### src/rtl/decode_ctrl_pipe_if.sv
// Handshake and control-bundle bus of the decode controller: upstream instruction
// handshake, flush, downstream bundle handshake and the mul/div busy indicator.
interface decode_ctrl_pipe_if;
    logic        flush;
    logic        in_valid;
    logic        in_ready;
    logic [31:0] in_instr;
    logic        out_valid;
    logic        out_ready;
    logic        out_ex_alu_src;
    logic        out_mem_write;
    logic [2:0]  out_mem_load_type;
    logic [1:0]  out_mem_store_type;
    logic        out_wb_load;
    logic        out_wb_reg_file;
    logic        out_invalid_inst;
    logic        out_muldiv;
    logic [2:0]  out_muldiv_op;
    logic        busy;

    // Pipeline side: feeds instructions, flushes, and accepts bundles.
    modport master (
        output flush, in_valid, in_instr, out_ready,
        input  in_ready, out_valid, out_ex_alu_src, out_mem_write,
               out_mem_load_type, out_mem_store_type, out_wb_load,
               out_wb_reg_file, out_invalid_inst, out_muldiv,
               out_muldiv_op, busy
    );

    modport slave (
        input  flush, in_valid, in_instr, out_ready,
        output in_ready, out_valid, out_ex_alu_src, out_mem_write,
               out_mem_load_type, out_mem_store_type, out_wb_load,
               out_wb_reg_file, out_invalid_inst, out_muldiv,
               out_muldiv_op, busy
    );
endinterface

### src/rtl/decode_ctrl_pipe.sv
// Registered RV32IM decode controller: combinational decode into a valid/ready output
// register, with a counted busy window after each mul/div handoff that holds issue.
module decode_ctrl_pipe #(
    parameter bit ENABLE_M = 1'b1,
    parameter int MUL_LAT  = 2,
    parameter int DIV_LAT  = 33
) (
    input logic               clk,
    input logic               rst_n,
    decode_ctrl_pipe_if.slave bus
);

    localparam logic [6:0] OP_RTYPE = 7'b0110011;
    localparam logic [6:0] OP_ITYPE = 7'b0010011;
    localparam logic [6:0] OP_ILOAD = 7'b0000011;
    localparam logic [6:0] OP_STYPE = 7'b0100011;
    localparam logic [6:0] OP_BTYPE = 7'b1100011;
    localparam logic [6:0] OP_UTYPE = 7'b0110111;
    localparam logic [6:0] OP_AUIPC = 7'b0010111;
    localparam logic [6:0] OP_JTYPE = 7'b1101111;
    localparam logic [6:0] OP_IJALR = 7'b1100111;

    localparam logic [6:0] F7_ADD    = 7'b0000000;
    localparam logic [6:0] F7_SUB    = 7'b0100000;
    localparam logic [6:0] F7_MULDIV = 7'b0000001;

    localparam logic [2:0] LOAD_DEF = 3'd0;
    localparam logic [2:0] LOAD_LB  = 3'd1;
    localparam logic [2:0] LOAD_LH  = 3'd2;
    localparam logic [2:0] LOAD_LW  = 3'd3;
    localparam logic [2:0] LOAD_LBU = 3'd4;
    localparam logic [2:0] LOAD_LHU = 3'd5;

    localparam logic [1:0] STORE_DEF = 2'd0;
    localparam logic [1:0] STORE_SB  = 2'd1;
    localparam logic [1:0] STORE_SH  = 2'd2;
    localparam logic [1:0] STORE_SW  = 2'd3;

    localparam int MAX_LAT = (MUL_LAT > DIV_LAT) ? MUL_LAT : DIV_LAT;
    localparam int CNT_W   = (MAX_LAT > 1) ? $clog2(MAX_LAT) : 1;
    localparam logic [CNT_W-1:0] MUL_CNT = CNT_W'(MUL_LAT - 1);
    localparam logic [CNT_W-1:0] DIV_CNT = CNT_W'(DIV_LAT - 1);

    typedef struct packed {
        logic       alu_src;
        logic       mem_write;
        logic [2:0] load_type;
        logic [1:0] store_type;
        logic       wb_load;
        logic       wb_reg_file;
        logic       invalid_inst;
        logic       muldiv;
        logic [2:0] muldiv_op;
    } bundle_t;

    typedef enum logic [0:0] {
        IDLE,
        BUSY
    } state_t;

    logic [6:0] opcode;
    logic [2:0] func3;
    logic [6:0] func7;
    logic [14:0] unused_instr_bits;

    bundle_t    dec;
    bundle_t    bundle_q, bundle_d;
    logic       vld_q, vld_d;
    state_t     state_q;
    logic [CNT_W-1:0] cnt_q;
    logic       busy_q;
    logic       handoff;
    logic       accept;

    assign opcode = bus.in_instr[6:0];
    assign func3  = bus.in_instr[14:12];
    assign func7  = bus.in_instr[31:25];
    assign unused_instr_bits = {bus.in_instr[24:15], bus.in_instr[11:7]};

    always_comb begin
        dec = '0;
        case (opcode)
            OP_RTYPE: begin
                dec.wb_reg_file = 1'b1;
                if (ENABLE_M && func7 == F7_MULDIV) begin
                    dec.muldiv    = 1'b1;
                    dec.muldiv_op = func3;
                end else if (func7 != F7_ADD && func7 != F7_SUB) begin
                    dec.invalid_inst = 1'b1;
                end
            end
            OP_ITYPE: begin
                dec.alu_src     = 1'b1;
                dec.wb_reg_file = 1'b1;
            end
            OP_ILOAD: begin
                dec.alu_src     = 1'b1;
                dec.wb_reg_file = 1'b1;
                dec.wb_load     = 1'b1;
                case (func3)
                    3'd0:    dec.load_type = LOAD_LB;
                    3'd1:    dec.load_type = LOAD_LH;
                    3'd2:    dec.load_type = LOAD_LW;
                    3'd4:    dec.load_type = LOAD_LBU;
                    3'd5:    dec.load_type = LOAD_LHU;
                    default: dec.load_type = LOAD_DEF;
                endcase
            end
            OP_STYPE: begin
                dec.alu_src   = 1'b1;
                dec.mem_write = 1'b1;
                case (func3)
                    3'd0:    dec.store_type = STORE_SB;
                    3'd1:    dec.store_type = STORE_SH;
                    3'd2:    dec.store_type = STORE_SW;
                    default: dec.store_type = STORE_DEF;
                endcase
            end
            OP_BTYPE: begin
                dec = '0;
            end
            OP_UTYPE, OP_AUIPC, OP_IJALR: begin
                dec.alu_src     = 1'b1;
                dec.wb_reg_file = 1'b1;
            end
            OP_JTYPE: begin
                dec.wb_reg_file = 1'b1;
            end
            default: begin
                dec.invalid_inst = 1'b1;
            end
        endcase
    end

    // While the mul/div unit is busy the held bundle is hidden from EX, so the
    // register can only fill (never drain) until the window closes.
    assign bus.out_valid = vld_q && (state_q == IDLE);
    assign handoff       = bus.out_valid && bus.out_ready;
    assign bus.in_ready  = !bus.flush && (!vld_q || handoff);
    assign accept        = bus.in_valid && bus.in_ready;

    always_comb begin
        vld_d    = vld_q;
        bundle_d = bundle_q;
        if (accept) begin
            vld_d    = 1'b1;
            bundle_d = dec;
        end else if (handoff || bus.flush) begin
            vld_d = 1'b0;
        end
    end

    always_ff @(posedge clk or negedge rst_n) begin
        if (!rst_n) begin
            vld_q    <= 1'b0;
            bundle_q <= '0;
        end else begin
            vld_q    <= vld_d;
            bundle_q <= bundle_d;
        end
    end

    // Flush never touches the window: the mul/div unit has already taken the op.
    always_ff @(posedge clk or negedge rst_n) begin
        if (!rst_n) begin
            state_q <= IDLE;
            cnt_q   <= '0;
            busy_q  <= 1'b0;
        end else begin
            case (state_q)
                IDLE: begin
                    if (handoff && bundle_q.muldiv) begin
                        state_q <= BUSY;
                        busy_q  <= 1'b1;
                        cnt_q   <= bundle_q.muldiv_op[2] ? DIV_CNT : MUL_CNT;
                    end
                end
                BUSY: begin
                    if (cnt_q == '0) begin
                        state_q <= IDLE;
                        busy_q  <= 1'b0;
                    end else begin
                        cnt_q <= cnt_q - CNT_W'(1);
                    end
                end
                default: begin
                    state_q <= IDLE;
                    busy_q  <= 1'b0;
                end
            endcase
        end
    end

    assign bus.busy               = busy_q;
    assign bus.out_ex_alu_src     = bundle_q.alu_src;
    assign bus.out_mem_write      = bundle_q.mem_write;
    assign bus.out_mem_load_type  = bundle_q.load_type;
    assign bus.out_mem_store_type = bundle_q.store_type;
    assign bus.out_wb_load        = bundle_q.wb_load;
    assign bus.out_wb_reg_file    = bundle_q.wb_reg_file;
    assign bus.out_invalid_inst   = bundle_q.invalid_inst;
    assign bus.out_muldiv         = bundle_q.muldiv;
    assign bus.out_muldiv_op      = bundle_q.muldiv_op;

endmodule

### src/flat_wrapper.sv
// flat-port wrapper written by rule: the top's interface ports become plain ports
module decode_ctrl_pipe_flat 
#(
    parameter bit ENABLE_M = 1'b1,
    parameter int MUL_LAT  = 2,
    parameter int DIV_LAT  = 33
)
  (clk, rst_n, bus_flush, bus_in_valid, bus_in_instr, bus_out_ready, bus_in_ready, bus_out_valid, bus_out_ex_alu_src, bus_out_mem_write, bus_out_mem_load_type, bus_out_mem_store_type, bus_out_wb_load, bus_out_wb_reg_file, bus_out_invalid_inst, bus_out_muldiv, bus_out_muldiv_op, bus_busy);
  decode_ctrl_pipe_if bus_i ();
  input logic clk;
  input logic rst_n;
  input wire logic [$bits(bus_i.flush)-1:0] bus_flush;
  input wire logic [$bits(bus_i.in_valid)-1:0] bus_in_valid;
  input wire logic [$bits(bus_i.in_instr)-1:0] bus_in_instr;
  input wire logic [$bits(bus_i.out_ready)-1:0] bus_out_ready;
  output wire logic [$bits(bus_i.in_ready)-1:0] bus_in_ready;
  output wire logic [$bits(bus_i.out_valid)-1:0] bus_out_valid;
  output wire logic [$bits(bus_i.out_ex_alu_src)-1:0] bus_out_ex_alu_src;
  output wire logic [$bits(bus_i.out_mem_write)-1:0] bus_out_mem_write;
  output wire logic [$bits(bus_i.out_mem_load_type)-1:0] bus_out_mem_load_type;
  output wire logic [$bits(bus_i.out_mem_store_type)-1:0] bus_out_mem_store_type;
  output wire logic [$bits(bus_i.out_wb_load)-1:0] bus_out_wb_load;
  output wire logic [$bits(bus_i.out_wb_reg_file)-1:0] bus_out_wb_reg_file;
  output wire logic [$bits(bus_i.out_invalid_inst)-1:0] bus_out_invalid_inst;
  output wire logic [$bits(bus_i.out_muldiv)-1:0] bus_out_muldiv;
  output wire logic [$bits(bus_i.out_muldiv_op)-1:0] bus_out_muldiv_op;
  output wire logic [$bits(bus_i.busy)-1:0] bus_busy;
  assign bus_i.flush = bus_flush;
  assign bus_i.in_valid = bus_in_valid;
  assign bus_i.in_instr = bus_in_instr;
  assign bus_i.out_ready = bus_out_ready;
  assign bus_in_ready = bus_i.in_ready;
  assign bus_out_valid = bus_i.out_valid;
  assign bus_out_ex_alu_src = bus_i.out_ex_alu_src;
  assign bus_out_mem_write = bus_i.out_mem_write;
  assign bus_out_mem_load_type = bus_i.out_mem_load_type;
  assign bus_out_mem_store_type = bus_i.out_mem_store_type;
  assign bus_out_wb_load = bus_i.out_wb_load;
  assign bus_out_wb_reg_file = bus_i.out_wb_reg_file;
  assign bus_out_invalid_inst = bus_i.out_invalid_inst;
  assign bus_out_muldiv = bus_i.out_muldiv;
  assign bus_out_muldiv_op = bus_i.out_muldiv_op;
  assign bus_busy = bus_i.busy;
  decode_ctrl_pipe #(.ENABLE_M(ENABLE_M), .MUL_LAT(MUL_LAT), .DIV_LAT(DIV_LAT)) u_core (.clk(clk), .rst_n(rst_n), .bus(bus_i));
endmodule
### config.mk
export PLATFORM = sky130hd
export DESIGN_NAME = decode_ctrl_pipe_flat
export DESIGN_NICKNAME = d
export VERILOG_FILES = /design/src/rtl/decode_ctrl_pipe_if.sv /design/src/rtl/decode_ctrl_pipe.sv /design/src/flat_wrapper.sv
export SDC_FILE = /design/constraint.sdc
export NUM_CORES = 1
export LEC_CHECK = 0
export CORE_AREA = 2 2 62 64
export CTS_CLUSTER_SIZE = 16
export DETAILED_ROUTE_END_ITERATION = 8
export DIE_AREA = 0 0 64 66
export PLACE_DENSITY = 0.68
export REMOVE_ABC_BUFFERS = 1
export SYNTH_ARGS = -nofsm -noshare
export SYNTH_HDL_FRONTEND = slang
export SYNTH_SLANG_ARGS = --single-unit
### constraint.sdc
create_clock -name clk -period 2.95 [get_ports clk]
set_input_delay 0.59 -clock clk [delete_from_list [all_inputs] [get_ports clk]]
set_output_delay 0.59 -clock clk [all_outputs]
set_load 0.03 [all_outputs]
==> results of run 1 <==
==> state kept, by name, indices dropped and copies added (netlist names) <==
name / flops
u_core.bus.out_wb_reg_file: 1
u_core.bus.out_muldiv: 1
u_core.bus.out_wb_load: 1
u_core.bus.out_mem_load_type: 3
u_core.bus.out_mem_write: 1
u_core.bus.out_invalid_inst: 1
u_core.bus.out_muldiv_op: 3
u_core.vld_q: 1
u_core.state_q: 1
u_core.bus.busy: 1
u_core.cnt_q: 6
u_core.bus.out_mem_store_type: 2
u_core.bus.out_ex_alu_src: 1
==> kinds of logic after synthesis <==
group,Yosys count
buf+inv,7
mux,3
flops,23
compound gates,32
simple gates,45
xor+xnor,4
fa+ha+maj,2
==> Yosys cell counts (all sizes together), types with 3 or more instances <==
| cell | number |
|---|---|
| nand2 | 11 |
| a21o | 3 |
| a22o | 7 |
| nor2 | 11 |
| dfrtp | 23 |
| a21oi | 7 |
| o21ai | 4 |
| inv | 4 |
| nand2b | 5 |
| nor3 | 3 |
| buf | 3 |
==> area by class of cell <==
cell class | count | area share, %
clock buffer | 3 | 1.326
inverter | 4 | 0.8843
multi-input combinational | 86 | 37.21
clock inverter | 1 | 0.2948
sequential | 23 | 33.90
tap | 48 | 3.537
timing repair buffer | 39 | 22.84
==> routing by layer <==
layer  share of wire (%)  track usage [%]
met1                  46            18.49
met2                  47            24.35
met3                 5.7            3.407
met4                0.63            4.076
met5                   0                0
==> per-stage QoR <==
stage               area [um^2]  power, mW  utilization (%)  instances
CTS                        1698     0.5711            47.82        204
global placement           1670     0.4212            47.04        200
finish                     1698     0.5616            47.82        204
global route               1698     0.5978            47.82        204
floorplan                  1222     0.3645                -        113
detailed placement         1670     0.4233            47.04        200
==> path summary, 6_finish.rpt <==
check                      cells after the start  slack [ps]                                           to                            startpoint
min                                            1         510         u_core.bus.out_mem_write$_DFFE_PN0P_  u_core.bus.out_mem_write$_DFFE_PN0P_
max                                            4         280                                 bus_in_ready                         bus_out_ready
max reg2reg                                    4        1200      u_core.bus.out_invalid_inst$_DFFE_PN0P_              u_core.state_q$_DFF_PN0_
max in group asynchronous                      2        2100  u_core.bus.out_mem_load_type[0]$_DFFE_PN0P_                                 rst_n
min reg2reg                                    1         510         u_core.bus.out_mem_write$_DFFE_PN0P_  u_core.bus.out_mem_write$_DFFE_PN0P_
min in group asynchronous                      2         620                  u_core.cnt_q[5]$_DFFE_PN0P_                                 rst_n
==> power breakdown <==
part,switching (mW),internal (mW)
logic,0.0481,0.0456
registers,0.00312,0.319
clock network,0.0947,0.0506
==> impl_metrics.env, run 1 <==
export IMPL_clock_skew_ps=5.243
export IMPL_avgSynthCellArea_um2=10.67
export IMPL_relSlewSlack_pct=54.54
export IMPL_ys_seq_elements=23
export IMPL_powerDensity_nw_per_um2=330.8
export IMPL_synth_xor_area_share_pct=2.831
export IMPL_synthAdderAreaFrac_pct=2.022
export IMPL_netlist_area_um2=1237
export IMPL_nets=196
export IMPL_first_pass_iters=3
export IMPL_synth_area_leaders="dfrtp_1 (47%), a22o_1 (5.0%), nor2_1 (3.3%)"
export IMPL_synth_top_area_share_pct=46.51
export IMPL_die_h_um=66
export IMPL_cts_tree="built"
export IMPL_place_congestion=0.8365
export IMPL_p_leak_nw=0.7156
export IMPL_grt_pass1_vias=1059
export IMPL_cp_top_family="buffers and inverters"
export IMPL_max_freq_mhz=374.0
export IMPL_path_max_fanout=3
export IMPL_grt_max_degree=24
export IMPL_cts_buffers=3
export IMPL_die_area_um2=4224
export IMPL_grt_ovfl_total=0
export IMPL_cts_buffer_depth=2
export IMPL_diodes=0
export IMPL_drc=0
export IMPL_criticalPathCategory="in2out"
export IMPL_ys_flop_type="dfrtp_1"
export IMPL_ir_drop_uv=156.7
export IMPL_setup_slack_ps=276.0
export IMPL_area_delta_synth_final_pct=37.21
export IMPL_seq_area_um2=575.6
export IMPL_required_ps=2360
export IMPL_worst_setup_path_start_kind="input pin"
export IMPL_critical_path_most_common_cell="clkdlybuf4s50_1"
export IMPL_cts_hold_buf=0
export IMPL_hold_worst_slack_ps=506.1
export IMPL_cts_root_buf="clkbuf_4"
export IMPL_die_x_um=64
export IMPL_worstSetupEndpointType="output port"
export IMPL_synth_compound_area_share_pct=20.53
export IMPL_synth_edf_count=0
export IMPL_start_util_pct=34.85
export IMPL_cts_sinks=23
export IMPL_pin_count=54
export IMPL_outcome="finished, final reports clean"
export IMPL_layout_cells_most_common="clkdlybuf4s50_1"
export IMPL_path_buf_inv=2
export IMPL_post_cts_setup_buffers=0
export IMPL_ant_nets=0
export IMPL_setup_viol=0
export IMPL_layout_common_cells="clkdlybuf4s50_1 (38), dfrtp_1 (23), nor2_1 (11)"
export IMPL_critical_path_slowest_cell="clkdlybuf4s50_1"
export IMPL_clk_latency_ps=310
export IMPL_async_flop_share_pct=100.0
export IMPL_muxShareOfSynthArea_pct=2.629
export IMPL_drive_above_1_share_pct=9.615
export IMPL_ys_warn_count=0
export IMPL_nFillCells=352
export IMPL_rsz0062_at_grt="false"
export IMPL_final_setup_tns_ps=0
export IMPL_drtIter0Drc=48
export IMPL_htreeDepth=1
export IMPL_clk_transition_reported_paths_ps=130
export IMPL_cp_arrival_ps=2080
export IMPL_wl_um=2715
export IMPL_vias=1029
export IMPL_portBuffers=38
export IMPL_hold_viol=0
export IMPL_dp_slack_ps=266.5
export IMPL_fin_crit_sh_pct=90.64
export IMPL_synth_cell_type_count=44
export IMPL_critPathMaxStageDelay_ps=710
export IMPL_path_cells="clkdlybuf4s50_1 -> nand2b_1 -> a21oi_1 -> clkdlybuf4s50_1"
export IMPL_coreArea_um2=3551
export IMPL_yosysTopAreaCell="dfrtp_1"
export IMPL_grt_usage_pct=14.46
export IMPL_antenna_found_initial=0
export IMPL_finalCriticalPeriod_ps=2674
export IMPL_multiInputGateArea_um2=631.9
export IMPL_wl_per_cell_um=13.31
export IMPL_tightestPinTransition_ps=681.8
export IMPL_drv_cap=0
export IMPL_vias_per_cell=5.044
export IMPL_synthCells=116
export IMPL_rows=22
export IMPL_grt_pass1_wl_um=4850
export IMPL_final_max_slew_viol_count=0
export IMPL_synth_top_family_by_area="simple AND/OR/NAND/NOR gates"
export IMPL_hold_path_class="reg2reg"
export IMPL_ys_seq_area_share_pct=46.51
export IMPL_ctsResizeCount=0
export IMPL_yosys_area_share_simple_pct=23.05
export IMPL_dpl_hpwl_um=2160
(Power assumes the default switching activity.)
==> run 2: changes to the inputs <==
Settings changed: CORE_AREA 2 2 62 64 to 2 2 56 58, DIE_AREA 0 0 64 66 to 0 0 58 60, PLACE_DENSITY 0.68 to 0.82.
==> run 2 against run 1 <==
- flip-flop and latch count unchanged
- design area decreased by 1.1%
- largest cell class unchanged
- largest power group unchanged
- fmax increased by 0.11%
- clock skew decreased by 3.7 ps
- non-clock buffer count unchanged
- hold slack got worse by 2.4 ps
- highest routed layer unchanged
- clock power about the same
- critical endpoint unchanged
- combinational power about the same
- critical path depth unchanged
- count of clock-buffer cells in the layout unchanged
- power increased by 0.46%
==> impl_metrics.env, run 2 (synthesized netlist as in run 1, its figures left out) <==
export IMPL_hold_path_class="reg2reg"
export IMPL_wl_per_cell_um=14.46
export IMPL_finalCriticalPeriod_ps=2671
export IMPL_ant_nets=0
export IMPL_htreeDepth=1
export IMPL_place_congestion=0.8161
export IMPL_nets=196
export IMPL_fin_crit_sh_pct=90.55
export IMPL_rsz0062_at_grt="false"
export IMPL_grt_pass1_vias=1152
export IMPL_cts_sinks=23
export IMPL_path_buf_inv=2
export IMPL_critical_path_slowest_cell="clkdlybuf4s50_1"
export IMPL_required_ps=2360
export IMPL_vias=1052
export IMPL_layout_cells_most_common="clkdlybuf4s50_1"
export IMPL_worst_setup_path_start_kind="input pin"
export IMPL_outcome="finished, final reports clean"
export IMPL_cts_tree="built"
export IMPL_die_x_um=58
export IMPL_first_pass_iters=4
export IMPL_path_max_fanout=3
export IMPL_setup_viol=0
export IMPL_grt_max_degree=24
export IMPL_area_delta_synth_final_pct=35.69
export IMPL_grt_usage_pct=18.03
export IMPL_clk_latency_ps=310
export IMPL_cp_top_family="buffers and inverters"
export IMPL_max_freq_mhz=374.4
export IMPL_final_setup_tns_ps=0
export IMPL_grt_ovfl_total=0
export IMPL_wl_um=2733
export IMPL_cp_arrival_ps=2080
export IMPL_cts_buffers=3
export IMPL_criticalPathCategory="in2out"
export IMPL_drive_above_1_share_pct=9.615
export IMPL_path_cells="clkdlybuf4s50_1 -> nand2b_1 -> a21oi_1 -> clkdlybuf4s50_1"
export IMPL_clock_skew_ps=1.529
export IMPL_rows=20
export IMPL_coreArea_um2=2903
export IMPL_die_h_um=60
export IMPL_critPathMaxStageDelay_ps=700
export IMPL_drtIter0Drc=34
export IMPL_diodes=0
export IMPL_regMostFlops="u_core.cnt_q"
export IMPL_powerDensity_nw_per_um2=336.0
export IMPL_clk_transition_reported_paths_ps=130
export IMPL_vias_per_cell=5.566
export IMPL_start_util_pct=42.63
export IMPL_seq_area_um2=575.6
export IMPL_portBuffers=38
export IMPL_drv_cap=0
export IMPL_p_leak_nw=0.7156
export IMPL_p_total_uw=564.2
export IMPL_post_cts_setup_buffers=0
export IMPL_cts_root_buf="clkbuf_4"
export IMPL_final_max_slew_viol_count=0
export IMPL_grt_pass1_wl_um=4926
export IMPL_ctsResizeCount=0
export IMPL_cts_buffer_depth=2
export IMPL_antenna_found_initial=0
export IMPL_relSlewSlack_pct=57.89
export IMPL_pin_count=54
export IMPL_cts_hold_buf=0
export IMPL_tightestPinTransition_ps=631.5
export IMPL_critical_path_most_common_cell="clkdlybuf4s50_1"
export IMPL_die_area_um2=3480
export IMPL_hold_viol=0
export IMPL_dpl_hpwl_um=2160
export IMPL_layout_common_cells="clkdlybuf4s50_1 (38), dfrtp_1 (23), nor2_1 (11)"
export IMPL_ir_drop_uv=223.6
export IMPL_drc=0
export IMPL_multiInputGateArea_um2=631.9
export IMPL_largest_reg_flops=6
export IMPL_worstSetupEndpointType="output port"
export IMPL_nFillCells=265
==> run 2: cell counts in the layout (fill, tap and decap cells not counted) <==
No cell type changed its count.
==> run 2: cell type report <==
type | count | area share [%]
multi-input cells | 86 | 37.63
flip-flops and latches | 23 | 34.28
repair buffers | 39 | 23.10
well taps | 33 | 2.459
clock buffers | 3 | 1.341
inverters | 4 | 0.8942
clock inverters | 1 | 0.2981
==> run 2: worst paths after layout <==
check	startpoint	endpoint	slack, ps	cells after the start
worst max-delay path	bus_out_ready	bus_in_ready	280	4
worst min-delay path	u_core.bus.out_ex_alu_src$_DFFE_PN0P_	u_core.bus.out_ex_alu_src$_DFFE_PN0P_	500	2
worst max register to register	u_core.state_q$_DFF_PN0_	u_core.bus.out_invalid_inst$_DFFE_PN0P_	1230	4
worst min register to register	u_core.bus.out_ex_alu_src$_DFFE_PN0P_	u_core.bus.out_ex_alu_src$_DFFE_PN0P_	500	2
max in group asynchronous	rst_n	u_core.bus.out_mem_write$_DFFE_PN0P_	2110	2
min in group asynchronous	rst_n	u_core.cnt_q[3]$_DFFE_PN0P_	610	2
==> run 2: stage by stage <==
| stage | area [um^2] | std cells | worst slack (ps) | util (%) | hold WS, ps |
|---|---|---|---|---|---|
| after floorplan | 1222 | 113 | 1168 | - | 294.4 |
| after global placement | 1652 | 185 | 301.8 | 56.90 | 470.9 |
| after detailed placement | 1652 | 185 | 269.4 | 56.90 | 475.7 |
| after CTS | 1679 | 189 | 269.5 | 57.84 | 509.7 |
| after global routing | 1679 | 189 | 221.5 | 57.84 | 538.1 |
| final | 1679 | 189 | 278.9 | 57.84 | 503.7 |
==> run 2: routing by layer <==
| layer | global-route usage (%) | share of wire [%] | up-vias |
|---|---|---|---|
| met3 | 3.463 | 6.0 | 4 |
| met2 | 32.14 | 50 | 38 |
| met4 | 5.648 | 1.2 | 0 |
| met5 | 0 | 0 | - |
| li1 | - | - | 503 |
| met1 | 21.99 | 43 | 507 |
==> run 2: report_power, final <==
group / internal [mW] / total (mW) / switching [mW] / leakage [nW]
Clock: 0.0507 / 0.148 / 0.0971 / 0.0177
Combinational: 0.0456 / 0.0938 / 0.0482 / 0.409
Sequential: 0.319 / 0.323 / 0.00323 / 0.289
Total: 0.416 / 0.564 / 0.148 / 0.716
==> run 2: worst min-delay path, stage by stage (launching register included) <==
cell	delay (ps)
dfrtp_1	370
nand2_1	50
o41ai_1	60
